**config.mk**
```make
export PLATFORM = sky130hd
export DESIGN_NAME = pe_spad_loader_flat
export DESIGN_NICKNAME = d
export VERILOG_FILES = /design/src/rtl/pe_spad_loader_if.sv /design/src/rtl/pe_spad_loader.sv /design/src/flat_wrapper.sv
export SDC_FILE = /design/constraint.sdc
export NUM_CORES = 1
export LEC_CHECK = 0
export BUFFER_PORTS_ARGS = -buffer_cell sky130_fd_sc_hd__buf_2
export CORE_UTILIZATION = 57
export DETAILED_ROUTE_END_ITERATION = 12
export PLACE_DENSITY_LB_ADDON = 0.15
export SLEW_MARGIN = 20
export SYNTH_ARGS = -nofsm -noshare
export SYNTH_HDL_FRONTEND = slang
export SYNTH_SLANG_ARGS = --single-unit
```
**constraint.sdc**
```tcl
create_clock -name clk -period 8.3 [get_ports clk]
set_input_delay 1.66 -clock clk [delete_from_list [all_inputs] [get_ports clk]]
set_output_delay 1.66 -clock clk [all_outputs]
set_load 0.02 [all_outputs]
```
**src/rtl/pe_spad_loader_if.sv**
```systemverilog
`default_nettype none
// ============================================================================
//  Module      : pe_spad_loader_if
//  Description : Bundles the loader's two upstream valid/ready pixel sources
//                and the PE scratchpad write ports into one interface.
//                master : the loader (consumes sources, drives spad writes)
//                slave  : the surroundings (sources + PE)
//  Signals     : flt_data/flt_valid/flt_ready      filter source stream
//                ifm_data/ifm_valid/ifm_ready      ifmap source stream
//                filter_pixel/wr_filter/filter_spad_full  PE filter spad port
//                ifmap_pixel/wr_ifmap/ifmap_spad_full     PE ifmap spad port
//  Revision    : 1.0 - initial release
// ============================================================================
interface pe_spad_loader_if #(
  parameter int DATA_WIDTH = 16
);
  logic [DATA_WIDTH-1:0] flt_data;
  logic                  flt_valid;
  logic                  flt_ready;
  logic [DATA_WIDTH-1:0] ifm_data;
  logic                  ifm_valid;
  logic                  ifm_ready;
  logic [DATA_WIDTH-1:0] filter_pixel;
  logic                  wr_filter;
  logic                  filter_spad_full;
  logic [DATA_WIDTH-1:0] ifmap_pixel;
  logic                  wr_ifmap;
  logic                  ifmap_spad_full;

  modport master (
    input  flt_data, flt_valid,
    output flt_ready,
    input  ifm_data, ifm_valid,
    output ifm_ready,
    output filter_pixel, wr_filter,
    input  filter_spad_full,
    output ifmap_pixel, wr_ifmap,
    input  ifmap_spad_full
  );

  modport slave (
    output flt_data, flt_valid,
    input  flt_ready,
    output ifm_data, ifm_valid,
    input  ifm_ready,
    input  filter_pixel, wr_filter,
    output filter_spad_full,
    input  ifmap_pixel, wr_ifmap,
    output ifmap_spad_full
  );
endinterface
`default_nettype wire

```
**src/rtl/pe_spad_loader.sv**
```systemverilog
`default_nettype none
// ============================================================================
//  Module      : pe_spad_loader
//  Description : Write-side source for one PE. Streams a filter block
//                (p*q*S pixels), then the first ifmap window (q*S pixels),
//                then F-1 sliding updates of U*q pixels each, from two
//                valid/ready sources into the PE scratchpad write ports.
//                The PE full flags are the only backpressure.
//  Ports       : clk, reset      clock, synchronous active-high reset
//                configure       latch S,F,U,p,q (ignored while busy)
//                S,F,U,p,q       filter width, ofmap width, stride,
//                                filters/PE, channels/PE
//                start           begin one pass (ignored while busy)
//                busy            high in every state but IDLE
//                done            one-cycle pulse after the last ifmap write
//                bus             source streams + PE spad write ports
//  Revision    : 1.0 - initial release
// ============================================================================
module pe_spad_loader #(
  parameter int DATA_WIDTH = 16,
  parameter int S_WIDTH    = 5,
  parameter int F_WIDTH    = 6,
  parameter int U_WIDTH    = 3,
  parameter int P_WIDTH    = 5,
  parameter int Q_WIDTH    = 3
) (
  input  wire logic               clk,
  input  wire logic               reset,
  input  wire logic               configure,
  input  wire logic [S_WIDTH-1:0] S,
  input  wire logic [F_WIDTH-1:0] F,
  input  wire logic [U_WIDTH-1:0] U,
  input  wire logic [P_WIDTH-1:0] p,
  input  wire logic [Q_WIDTH-1:0] q,
  input  wire logic               start,
  output logic                    busy,
  output logic                    done,
  pe_spad_loader_if.master        bus
);

  // Derived-count widths follow the product of the config field widths.
  localparam int NF_W = P_WIDTH + Q_WIDTH + S_WIDTH;
  localparam int N0_W = Q_WIDTH + S_WIDTH;
  localparam int NU_W = U_WIDTH + Q_WIDTH;

  typedef enum logic [2:0] {
    ST_IDLE      = 3'd0,
    ST_LOAD_FLT  = 3'd1,
    ST_IFM_FIRST = 3'd2,
    ST_IFM_SLIDE = 3'd3,
    ST_DONE      = 3'd4
  } state_t;

  state_t state, state_n;

  logic [S_WIDTH-1:0] cfg_s;
  logic [F_WIDTH-1:0] cfg_f;
  logic [U_WIDTH-1:0] cfg_u;
  logic [P_WIDTH-1:0] cfg_p;
  logic [Q_WIDTH-1:0] cfg_q;

  logic [NF_W-1:0]    cnt, cnt_n, cnt_inc;
  logic [F_WIDTH-1:0] win, win_n, win_inc;

  logic [NF_W-1:0]    nf;
  logic [N0_W-1:0]    n0;
  logic [NU_W-1:0]    nu;
  logic               ifm_en;
  logic               wr_f;
  logic               wr_i;

  // --------------------------------------------------------------------------
  // Configuration registers: only writable while idle so an in-flight pass
  // keeps the counts it started with.
  // --------------------------------------------------------------------------
  always_ff @(posedge clk) begin
    if (reset) begin
      cfg_s <= '0;
      cfg_f <= '0;
      cfg_u <= '0;
      cfg_p <= '0;
      cfg_q <= '0;
    end else if (configure && (state == ST_IDLE)) begin
      cfg_s <= S;
      cfg_f <= F;
      cfg_u <= U;
      cfg_p <= p;
      cfg_q <= q;
    end
  end

  assign nf = NF_W'(cfg_p) * NF_W'(cfg_q) * NF_W'(cfg_s);
  assign n0 = N0_W'(cfg_q) * N0_W'(cfg_s);
  assign nu = NU_W'(cfg_u) * NU_W'(cfg_q);

  // Both ifmap phases are skipped when either the window or the row is empty.
  assign ifm_en = (n0 != '0) && (cfg_f != '0);

  // --------------------------------------------------------------------------
  // Transfer rule. Gating with reset keeps the abort cycle itself write-free.
  // --------------------------------------------------------------------------
  assign wr_f = ~reset & (state == ST_LOAD_FLT) & bus.flt_valid & ~bus.filter_spad_full;
  assign wr_i = ~reset & ((state == ST_IFM_FIRST) || (state == ST_IFM_SLIDE))
              & bus.ifm_valid & ~bus.ifmap_spad_full;

  assign bus.wr_filter    = wr_f;
  assign bus.flt_ready    = wr_f;
  assign bus.wr_ifmap     = wr_i;
  assign bus.ifm_ready    = wr_i;
  assign bus.filter_pixel = reset ? {DATA_WIDTH{1'b0}} : bus.flt_data;
  assign bus.ifmap_pixel  = reset ? {DATA_WIDTH{1'b0}} : bus.ifm_data;

  assign busy = (state != ST_IDLE);
  assign done = (state == ST_DONE);

  assign cnt_inc = cnt + NF_W'(1);
  assign win_inc = win + F_WIDTH'(1);

  // --------------------------------------------------------------------------
  // FSM state register
  // --------------------------------------------------------------------------
  always_ff @(posedge clk) begin
    if (reset) begin
      state <= ST_IDLE;
      cnt   <= '0;
      win   <= '0;
    end else begin
      state <= state_n;
      cnt   <= cnt_n;
      win   <= win_n;
    end
  end

  // --------------------------------------------------------------------------
  // FSM next state and counters. One shared pixel counter serves all phases
  // because the phases never overlap.
  // --------------------------------------------------------------------------
  always_comb begin
    state_n = state;
    cnt_n   = cnt;
    win_n   = win;
    unique case (state)
      ST_IDLE: begin
        if (start) begin
          cnt_n = '0;
          win_n = '0;
          if (nf != '0)  state_n = ST_LOAD_FLT;
          else if (ifm_en) state_n = ST_IFM_FIRST;
          else           state_n = ST_DONE;
        end
      end
      ST_LOAD_FLT: begin
        if (wr_f) begin
          if (cnt_inc == nf) begin
            cnt_n   = '0;
            state_n = ifm_en ? ST_IFM_FIRST : ST_DONE;
          end else begin
            cnt_n = cnt_inc;
          end
        end
      end
      ST_IFM_FIRST: begin
        if (wr_i) begin
          if (cnt_inc == NF_W'(n0)) begin
            cnt_n = '0;
            win_n = F_WIDTH'(1);
            // A zero-length slide (U==0) has nothing to load, so it ends here.
            if ((cfg_f > F_WIDTH'(1)) && (nu != '0)) state_n = ST_IFM_SLIDE;
            else                                     state_n = ST_DONE;
          end else begin
            cnt_n = cnt_inc;
          end
        end
      end
      ST_IFM_SLIDE: begin
        if (wr_i) begin
          if (cnt_inc == NF_W'(nu)) begin
            cnt_n = '0;
            win_n = win_inc;
            if (win_inc == cfg_f) state_n = ST_DONE;
          end else begin
            cnt_n = cnt_inc;
          end
        end
      end
      ST_DONE: begin
        state_n = ST_IDLE;
      end
      default: begin
        state_n = ST_IDLE;
      end
    endcase
  end

endmodule
`default_nettype wire

```
**src/flat_wrapper.sv**
```systemverilog
// flat-port wrapper written by rule: the top's interface ports become plain ports
module pe_spad_loader_flat 
#(
  parameter int DATA_WIDTH = 16,
  parameter int S_WIDTH    = 5,
  parameter int F_WIDTH    = 6,
  parameter int U_WIDTH    = 3,
  parameter int P_WIDTH    = 5,
  parameter int Q_WIDTH    = 3
)
  (clk, reset, configure, S, F, U, p, q, start, busy, done, bus_flt_data, bus_flt_valid, bus_flt_ready, bus_ifm_data, bus_ifm_valid, bus_ifm_ready, bus_filter_pixel, bus_wr_filter, bus_filter_spad_full, bus_ifmap_pixel, bus_wr_ifmap, bus_ifmap_spad_full);
  pe_spad_loader_if #(.DATA_WIDTH(DATA_WIDTH)) bus_i ();
  input  wire logic clk;
  input  wire logic reset;
  input  wire logic configure;
  input  wire logic [S_WIDTH-1:0] S;
  input  wire logic [F_WIDTH-1:0] F;
  input  wire logic [U_WIDTH-1:0] U;
  input  wire logic [P_WIDTH-1:0] p;
  input  wire logic [Q_WIDTH-1:0] q;
  input  wire logic start;
  output logic busy;
  output logic done;
  input wire logic [$bits(bus_i.flt_data)-1:0] bus_flt_data;
  input wire logic [$bits(bus_i.flt_valid)-1:0] bus_flt_valid;
  output wire logic [$bits(bus_i.flt_ready)-1:0] bus_flt_ready;
  input wire logic [$bits(bus_i.ifm_data)-1:0] bus_ifm_data;
  input wire logic [$bits(bus_i.ifm_valid)-1:0] bus_ifm_valid;
  output wire logic [$bits(bus_i.ifm_ready)-1:0] bus_ifm_ready;
  output wire logic [$bits(bus_i.filter_pixel)-1:0] bus_filter_pixel;
  output wire logic [$bits(bus_i.wr_filter)-1:0] bus_wr_filter;
  input wire logic [$bits(bus_i.filter_spad_full)-1:0] bus_filter_spad_full;
  output wire logic [$bits(bus_i.ifmap_pixel)-1:0] bus_ifmap_pixel;
  output wire logic [$bits(bus_i.wr_ifmap)-1:0] bus_wr_ifmap;
  input wire logic [$bits(bus_i.ifmap_spad_full)-1:0] bus_ifmap_spad_full;
  assign bus_i.flt_data = bus_flt_data;
  assign bus_i.flt_valid = bus_flt_valid;
  assign bus_flt_ready = bus_i.flt_ready;
  assign bus_i.ifm_data = bus_ifm_data;
  assign bus_i.ifm_valid = bus_ifm_valid;
  assign bus_ifm_ready = bus_i.ifm_ready;
  assign bus_filter_pixel = bus_i.filter_pixel;
  assign bus_wr_filter = bus_i.wr_filter;
  assign bus_i.filter_spad_full = bus_filter_spad_full;
  assign bus_ifmap_pixel = bus_i.ifmap_pixel;
  assign bus_wr_ifmap = bus_i.wr_ifmap;
  assign bus_i.ifmap_spad_full = bus_ifmap_spad_full;
  pe_spad_loader #(.DATA_WIDTH(DATA_WIDTH), .S_WIDTH(S_WIDTH), .F_WIDTH(F_WIDTH), .U_WIDTH(U_WIDTH), .P_WIDTH(P_WIDTH), .Q_WIDTH(Q_WIDTH)) u_core (.clk(clk), .reset(reset), .configure(configure), .S(S), .F(F), .U(U), .p(p), .q(q), .start(start), .busy(busy), .done(done), .bus(bus_i));
endmodule
```
After elaboration in Yosys (flattened, before gate mapping) --
Cells that the tools add are included.
Storage, ports and cells: word-level logic and storage cells 83, register bits after elaboration 44, input port bits 62
Operators by class: add/sub/neg operators 2, order comparisons 1, eq/ne operators 16, reduce and logical (&&, ||, !) cells 15, bitwise logic cells 9, $mul 4, mux-type cells 28
Operators with widths (count):
- two-way mux 13 bit | 7
- one-hot mux 13 bit (4 select lines) | 1
- two-way mux 3 bit | 11
- two-way mux 16 bit | 2
- two-way mux 6 bit | 5
- one-hot mux 6 bit (3 select lines) | 1
- inequality test 2 bit, second input constant | 8
- adder 13 x 1 -> 13 bit, second input constant | 1
- == test 13 bit | 1
- == test 13 x 6 -> 1 bit | 1
- == test 13 x 8 -> 1 bit | 1
- multiplier 8 x 5 -> 13 bit | 1
- nonzero test 13 bit | 1
- one-hot mux 3 bit (4 select lines) | 1
- nonzero test 6 bit | 2
- multiplier 3 x 5 -> 8 bit | 1
- multiplier 5 x 3 -> 8 bit | 1
- AND reduction 8 bit | 1
- nonzero test 8 bit | 1
- adder 6 x 1 -> 6 bit, second input constant | 1
- AND 1 bit | 6
- == test 3 x 2 -> 1 bit, second input constant | 2
- == test 6 bit | 1
- > comparator 6 x 1 -> 1 bit, second input constant | 1
- other kinds (11) | 16

Depth between registers and ports, before layout --
depth in word-level cells 7, gate-level depth with buffers 28, depth with buffers taken out 25

Worst setup path after synthesis --
No wires, ideal clock.
path type flip-flop to flip-flop, start point register u_core.cfg_q[0], end point register u_core.cnt[2], clock period less this slack 6.320 ns, cell stages (with the launch flop) 26, path slack 1.980 ns, arrival 6.203 ns, required time 8.183 ns, library setup time 0.117 ns, path through dfxtp_1 -> clkbuf_1 -> buf_1 -> nand2_1 -> fa_1 -> inv_1 -> ha_1 -> a21o_1 -> a21oi_1 -> xnor2_1 -> nand2_1 -> fa_1 -> fa_1 -> fa_1 -> inv_1 -> ha_1 -> clkbuf_1 -> nand2_1 -> a211oi_1 -> nor2_1 -> a311oi_1 -> xnor2_1 -> nand4_1 -> o32ai_4 -> nor2_2 -> a22o_1
On the way: longest elaborated chain between the ends 6
RTL lines:
- start: declaration | RTL line pe_spad_loader.sv:60 | logic [Q_WIDTH-1:0] cfg_q;
- start signal: assignment | RTL line pe_spad_loader.sv:88 | cfg_q <= q;
- multiplier 5 x 3 -> 8 bit | RTL line pe_spad_loader.sv:92 | assign nf = NF_W'(cfg_p) * NF_W'(cfg_q) * NF_W'(cfg_s);
- multiplier 8 x 5 -> 13 bit | RTL line pe_spad_loader.sv:92
- == test 13 bit | RTL line pe_spad_loader.sv:154 | if (cnt_inc == nf) begin
- two-way mux 13 bit | RTL line pe_spad_loader.sv:154
- two-way mux 13 bit | RTL line pe_spad_loader.sv:153 | if (wr_f) begin
- one-hot mux 13 bit (4 select lines) * | RTL line pe_spad_loader.sv:142 | unique case (state)
- end signal: assignment | RTL line pe_spad_loader.sv:129 | cnt <= cnt_n;
- end: declaration | RTL line pe_spad_loader.sv:62 | logic [NF_W-1:0] cnt, cnt_n, cnt_inc;
Mark *: on every way between the ends. The rest lies on a longest branch, timed or not. The select of a mux whose other input is x is not followed. A chain may end at the register's enable or synchronous reset.

Final worst setup path --
Ends and elaborated chain as after synthesis.

==> impl_metrics.toml <==
[place]
gp_congestion = 0.870
io_buffers = 99
dp_hpwl_mm = 9.29

[cts]
clk_pin_slew_ns = 0.09
root_buffer = "clkbuf_8"
htreeDepth = 2
cts-hold-fix-buffers = 0
cts_tree = "done"
post-cts-setup-buffers = 0
cts_inserted_buffers = 5
clk_latency_ns = 0.31
clockBufferDepth = 2
cts_resized = 0
clock_sinks = 44

[floorplanning]
die-area_um2 = 9350
coreArea_um2 = 8720
row_count = 34
die_width_um = 96.7
die_y_um = 96.7
io_pins = 100
initial_core_util = 0.586

[setup_path]
cp.required_ns = 8.50
path_cells = "nand2_1 -> fa_1 -> inv_1 -> ha_1 -> a21o_1 -> a21oi_1 -> xnor2_1 -> nand2_1 -> fa_1 -> fa_1 -> fa_1 -> inv_1 -> ha_1 -> nand2_1 -> a211oi_1 -> nor2_1 -> a311oi_1 -> xnor2_1 -> nand4_1 -> o32ai_4 -> nor2_2 -> a22o_1"
timing.critical_path.mode_cell = "fa_1"
critPathMaxFanout = 20
slowest_delay_ns = 0.67
crit_buf_inv = 2
crit_type = "register to register"
crit_family = "adder cells"
cp.arrival_ns = 6.97
start_kind = "register"
critPathSlowestCell = "dfxtp_1"
crit_path_end_kind = "register"

[grt]
antenna_found_initial = 0
grtUsageTotal = 0.259
grt_max_degree = 69
grt_pass1_vias = 4384
gr-total-overflow = 0
grt_pass1_wl_mm = 20.3

[timing]
rsz0062_at_grt = "false"
fmax_mhz = 148
slew_headroom = 0.324
hold_viol = 0
setup_viol = 0
min_period_over_period = 0.815
tightest_slew_ns = 1.01
fin_tns_setup_ns = 0
fin_skew_ns = 0.00826
maxSlewViolCount = 0
post-route-min-period_ns = 6.76

[pwr]
peakVddDrop_uv = 186
leakagePower_nw = 2.73
p_total_uw = 791
powerDensity_nw_per_um2 = 139

[finish]
fill_cells = 744
antenna_cells = 0
nets = 843
seq_area_um2 = 881
layout-drive-gt1-share = 0.170
area_growth_pct = 11.6
multi_input_area_um2 = 3920

[synth]
synth_top_area_share = 0.172
synth_seq_area_share = 0.172
syn-cell-area_um2 = 5110
synth_edf_count = 0
syn-num-nets = 771
synth_cells = 639
synth_common_cells = "nand2_1 (98), a21oi_1 (47), and2_1 (45)"
syn_area_per_cell_um2 = 8.00
ys_seq_elements = 44
ys.warnings.count = 0
synth.top_cells.by_area = "dfxtp_1 (17%), fa_1 (11%), ha_1 (10%), nand2_1 (7.2%), xnor2_1 (5.8%)"
synth_cell_types = 66
synth_flop_cell = "dfxtp_1"
yosysMostFrequentCell = "nand2_1"
synth_top_cell_by_area = "dfxtp_1"
async_flop_share = 0

[route]
num_vias = 4635
drt_wl_total_mm = 11.8
drc_errors = 0
drt-initial-drc-count = 204
ant_nets = 0
first_pass_iters = 5
viasPerCell = 5.65
routedWlPerCell_um = 14.4

[run_status]
status = "completed"

[flow_run]
cap_violations = 0

[min_path]
min_path_type = "register to register"
registers in the layout, summed over array words and instances, names as in the netlist:
name,flops
u_core.state,3
u_core.cfg_u,3
u_core.cfg_f,6
u_core.cfg_q,3
u_core.win,6
u_core.cfg_p,5
u_core.cfg_s,5
u_core.cnt,13
final cells by class:
class,count,share of cell area
Clock buffer,6,0.0145
Multi-Input combinational cell,522,0.688
Sequential cell,44,0.154
Timing Repair Buffer,99,0.0873
Inverter,39,0.0257
Tap cell,108,0.0237
Clock inverter,2,0.00680
per-stage QoR:
stage                     instances  hold slack, ns  utilization  area [um^2]  worst slack (ns)
after floorplan                 639           0.444            -         5110              1.98
after global placement          812           0.456        0.640         5580              1.83
after detailed placement        812           0.464        0.640         5580              1.58
after CTS                       820           0.477        0.654         5700              1.56
after global routing            820           0.505        0.654         5700              1.00
final                           820           0.476        0.654         5700              1.54
logic make-up after synthesis:
group                    synth area share
AO/OA/AOI/OAI                       0.139
XOR/XNOR                            0.121
adder cells (fa/ha/maj)             0.213
buffers and inverters              0.0600
flip-flops                          0.172
AND/OR/NAND/NOR                     0.295
cells in the final DEF (no fill, tap or decap), types with 5 or more instances in the layout:
| master | netlist | layout |
|---|---|---|
| nand2_1 | 98 | 98 |
| buf_2 | 2 | 98 |
| a21oi_1 | 47 | 47 |
| and2_1 | 45 | 45 |
| dfxtp_1 | 44 | 44 |
| ha_1 | 42 | 42 |
| inv_1 | 39 | 39 |
| nor2b_1 | 37 | 37 |
| xnor2_1 | 34 | 34 |
| fa_1 | 28 | 28 |
| nor2_1 | 22 | 22 |
| xor2_1 | 19 | 19 |
| nand3_1 | 17 | 17 |
| o21ai_0 | 14 | 14 |
| nor3_1 | 14 | 14 |
| and3_1 | 8 | 8 |
| a21o_1 | 8 | 8 |
| nand2b_1 | 7 | 7 |
| a211oi_1 | 6 | 6 |
| a22o_1 | 6 | 6 |
| clkbuf_8 | 0 | 6 |
| or3_1 | 5 | 5 |
| o31ai_1 | 5 | 5 |
where the power goes:
group / switching [mW] / internal (mW)
Combinational: 0.189 / 0.119
Clock: 0.0828 / 0.0986
Sequential: 0.0632 / 0.239
worst reg2reg max path: cells and delay by family (launching register included):
kind | cells | cell delay (ns)
compound gates | 6 | 1.81
xor+xnor | 2 | 0.44
fa+ha+maj | 6 | 2.79
buf+inv | 2 | 0.10
flops | 1 | 0.67
simple gates | 6 | 0.84
routing by layer:
| metal | GRT usage | vias up | part of all wire |
|---|---|---|---|
| met2 | 0.428 | 103 | 0.47 |
| met4 | 0.0700 | 0 | 0.014 |
| met3 | 0.0318 | 17 | 0.035 |
| met5 | 0 | - | 0 |
| met1 | 0.357 | 2227 | 0.48 |
| li1 | - | 2288 | - |
worst paths after layout:
kind	cells past startpoint	from	endpoint	slack (ns)
worst max-delay path	22	u_core.cfg_q[0]$_SDFFE_PP0P_	u_core.cnt[2]$_SDFFE_PP0P_	1.54
worst min-delay path	2	u_core.win[5]$_SDFFE_PP0P_	u_core.win[5]$_SDFFE_PP0P_	0.48
worst max register to register	22	u_core.cfg_q[0]$_SDFFE_PP0P_	u_core.cnt[2]$_SDFFE_PP0P_	1.54
worst min register to register	2	u_core.win[5]$_SDFFE_PP0P_	u_core.win[5]$_SDFFE_PP0P_	0.48
(Power assumes the default switching activity.)
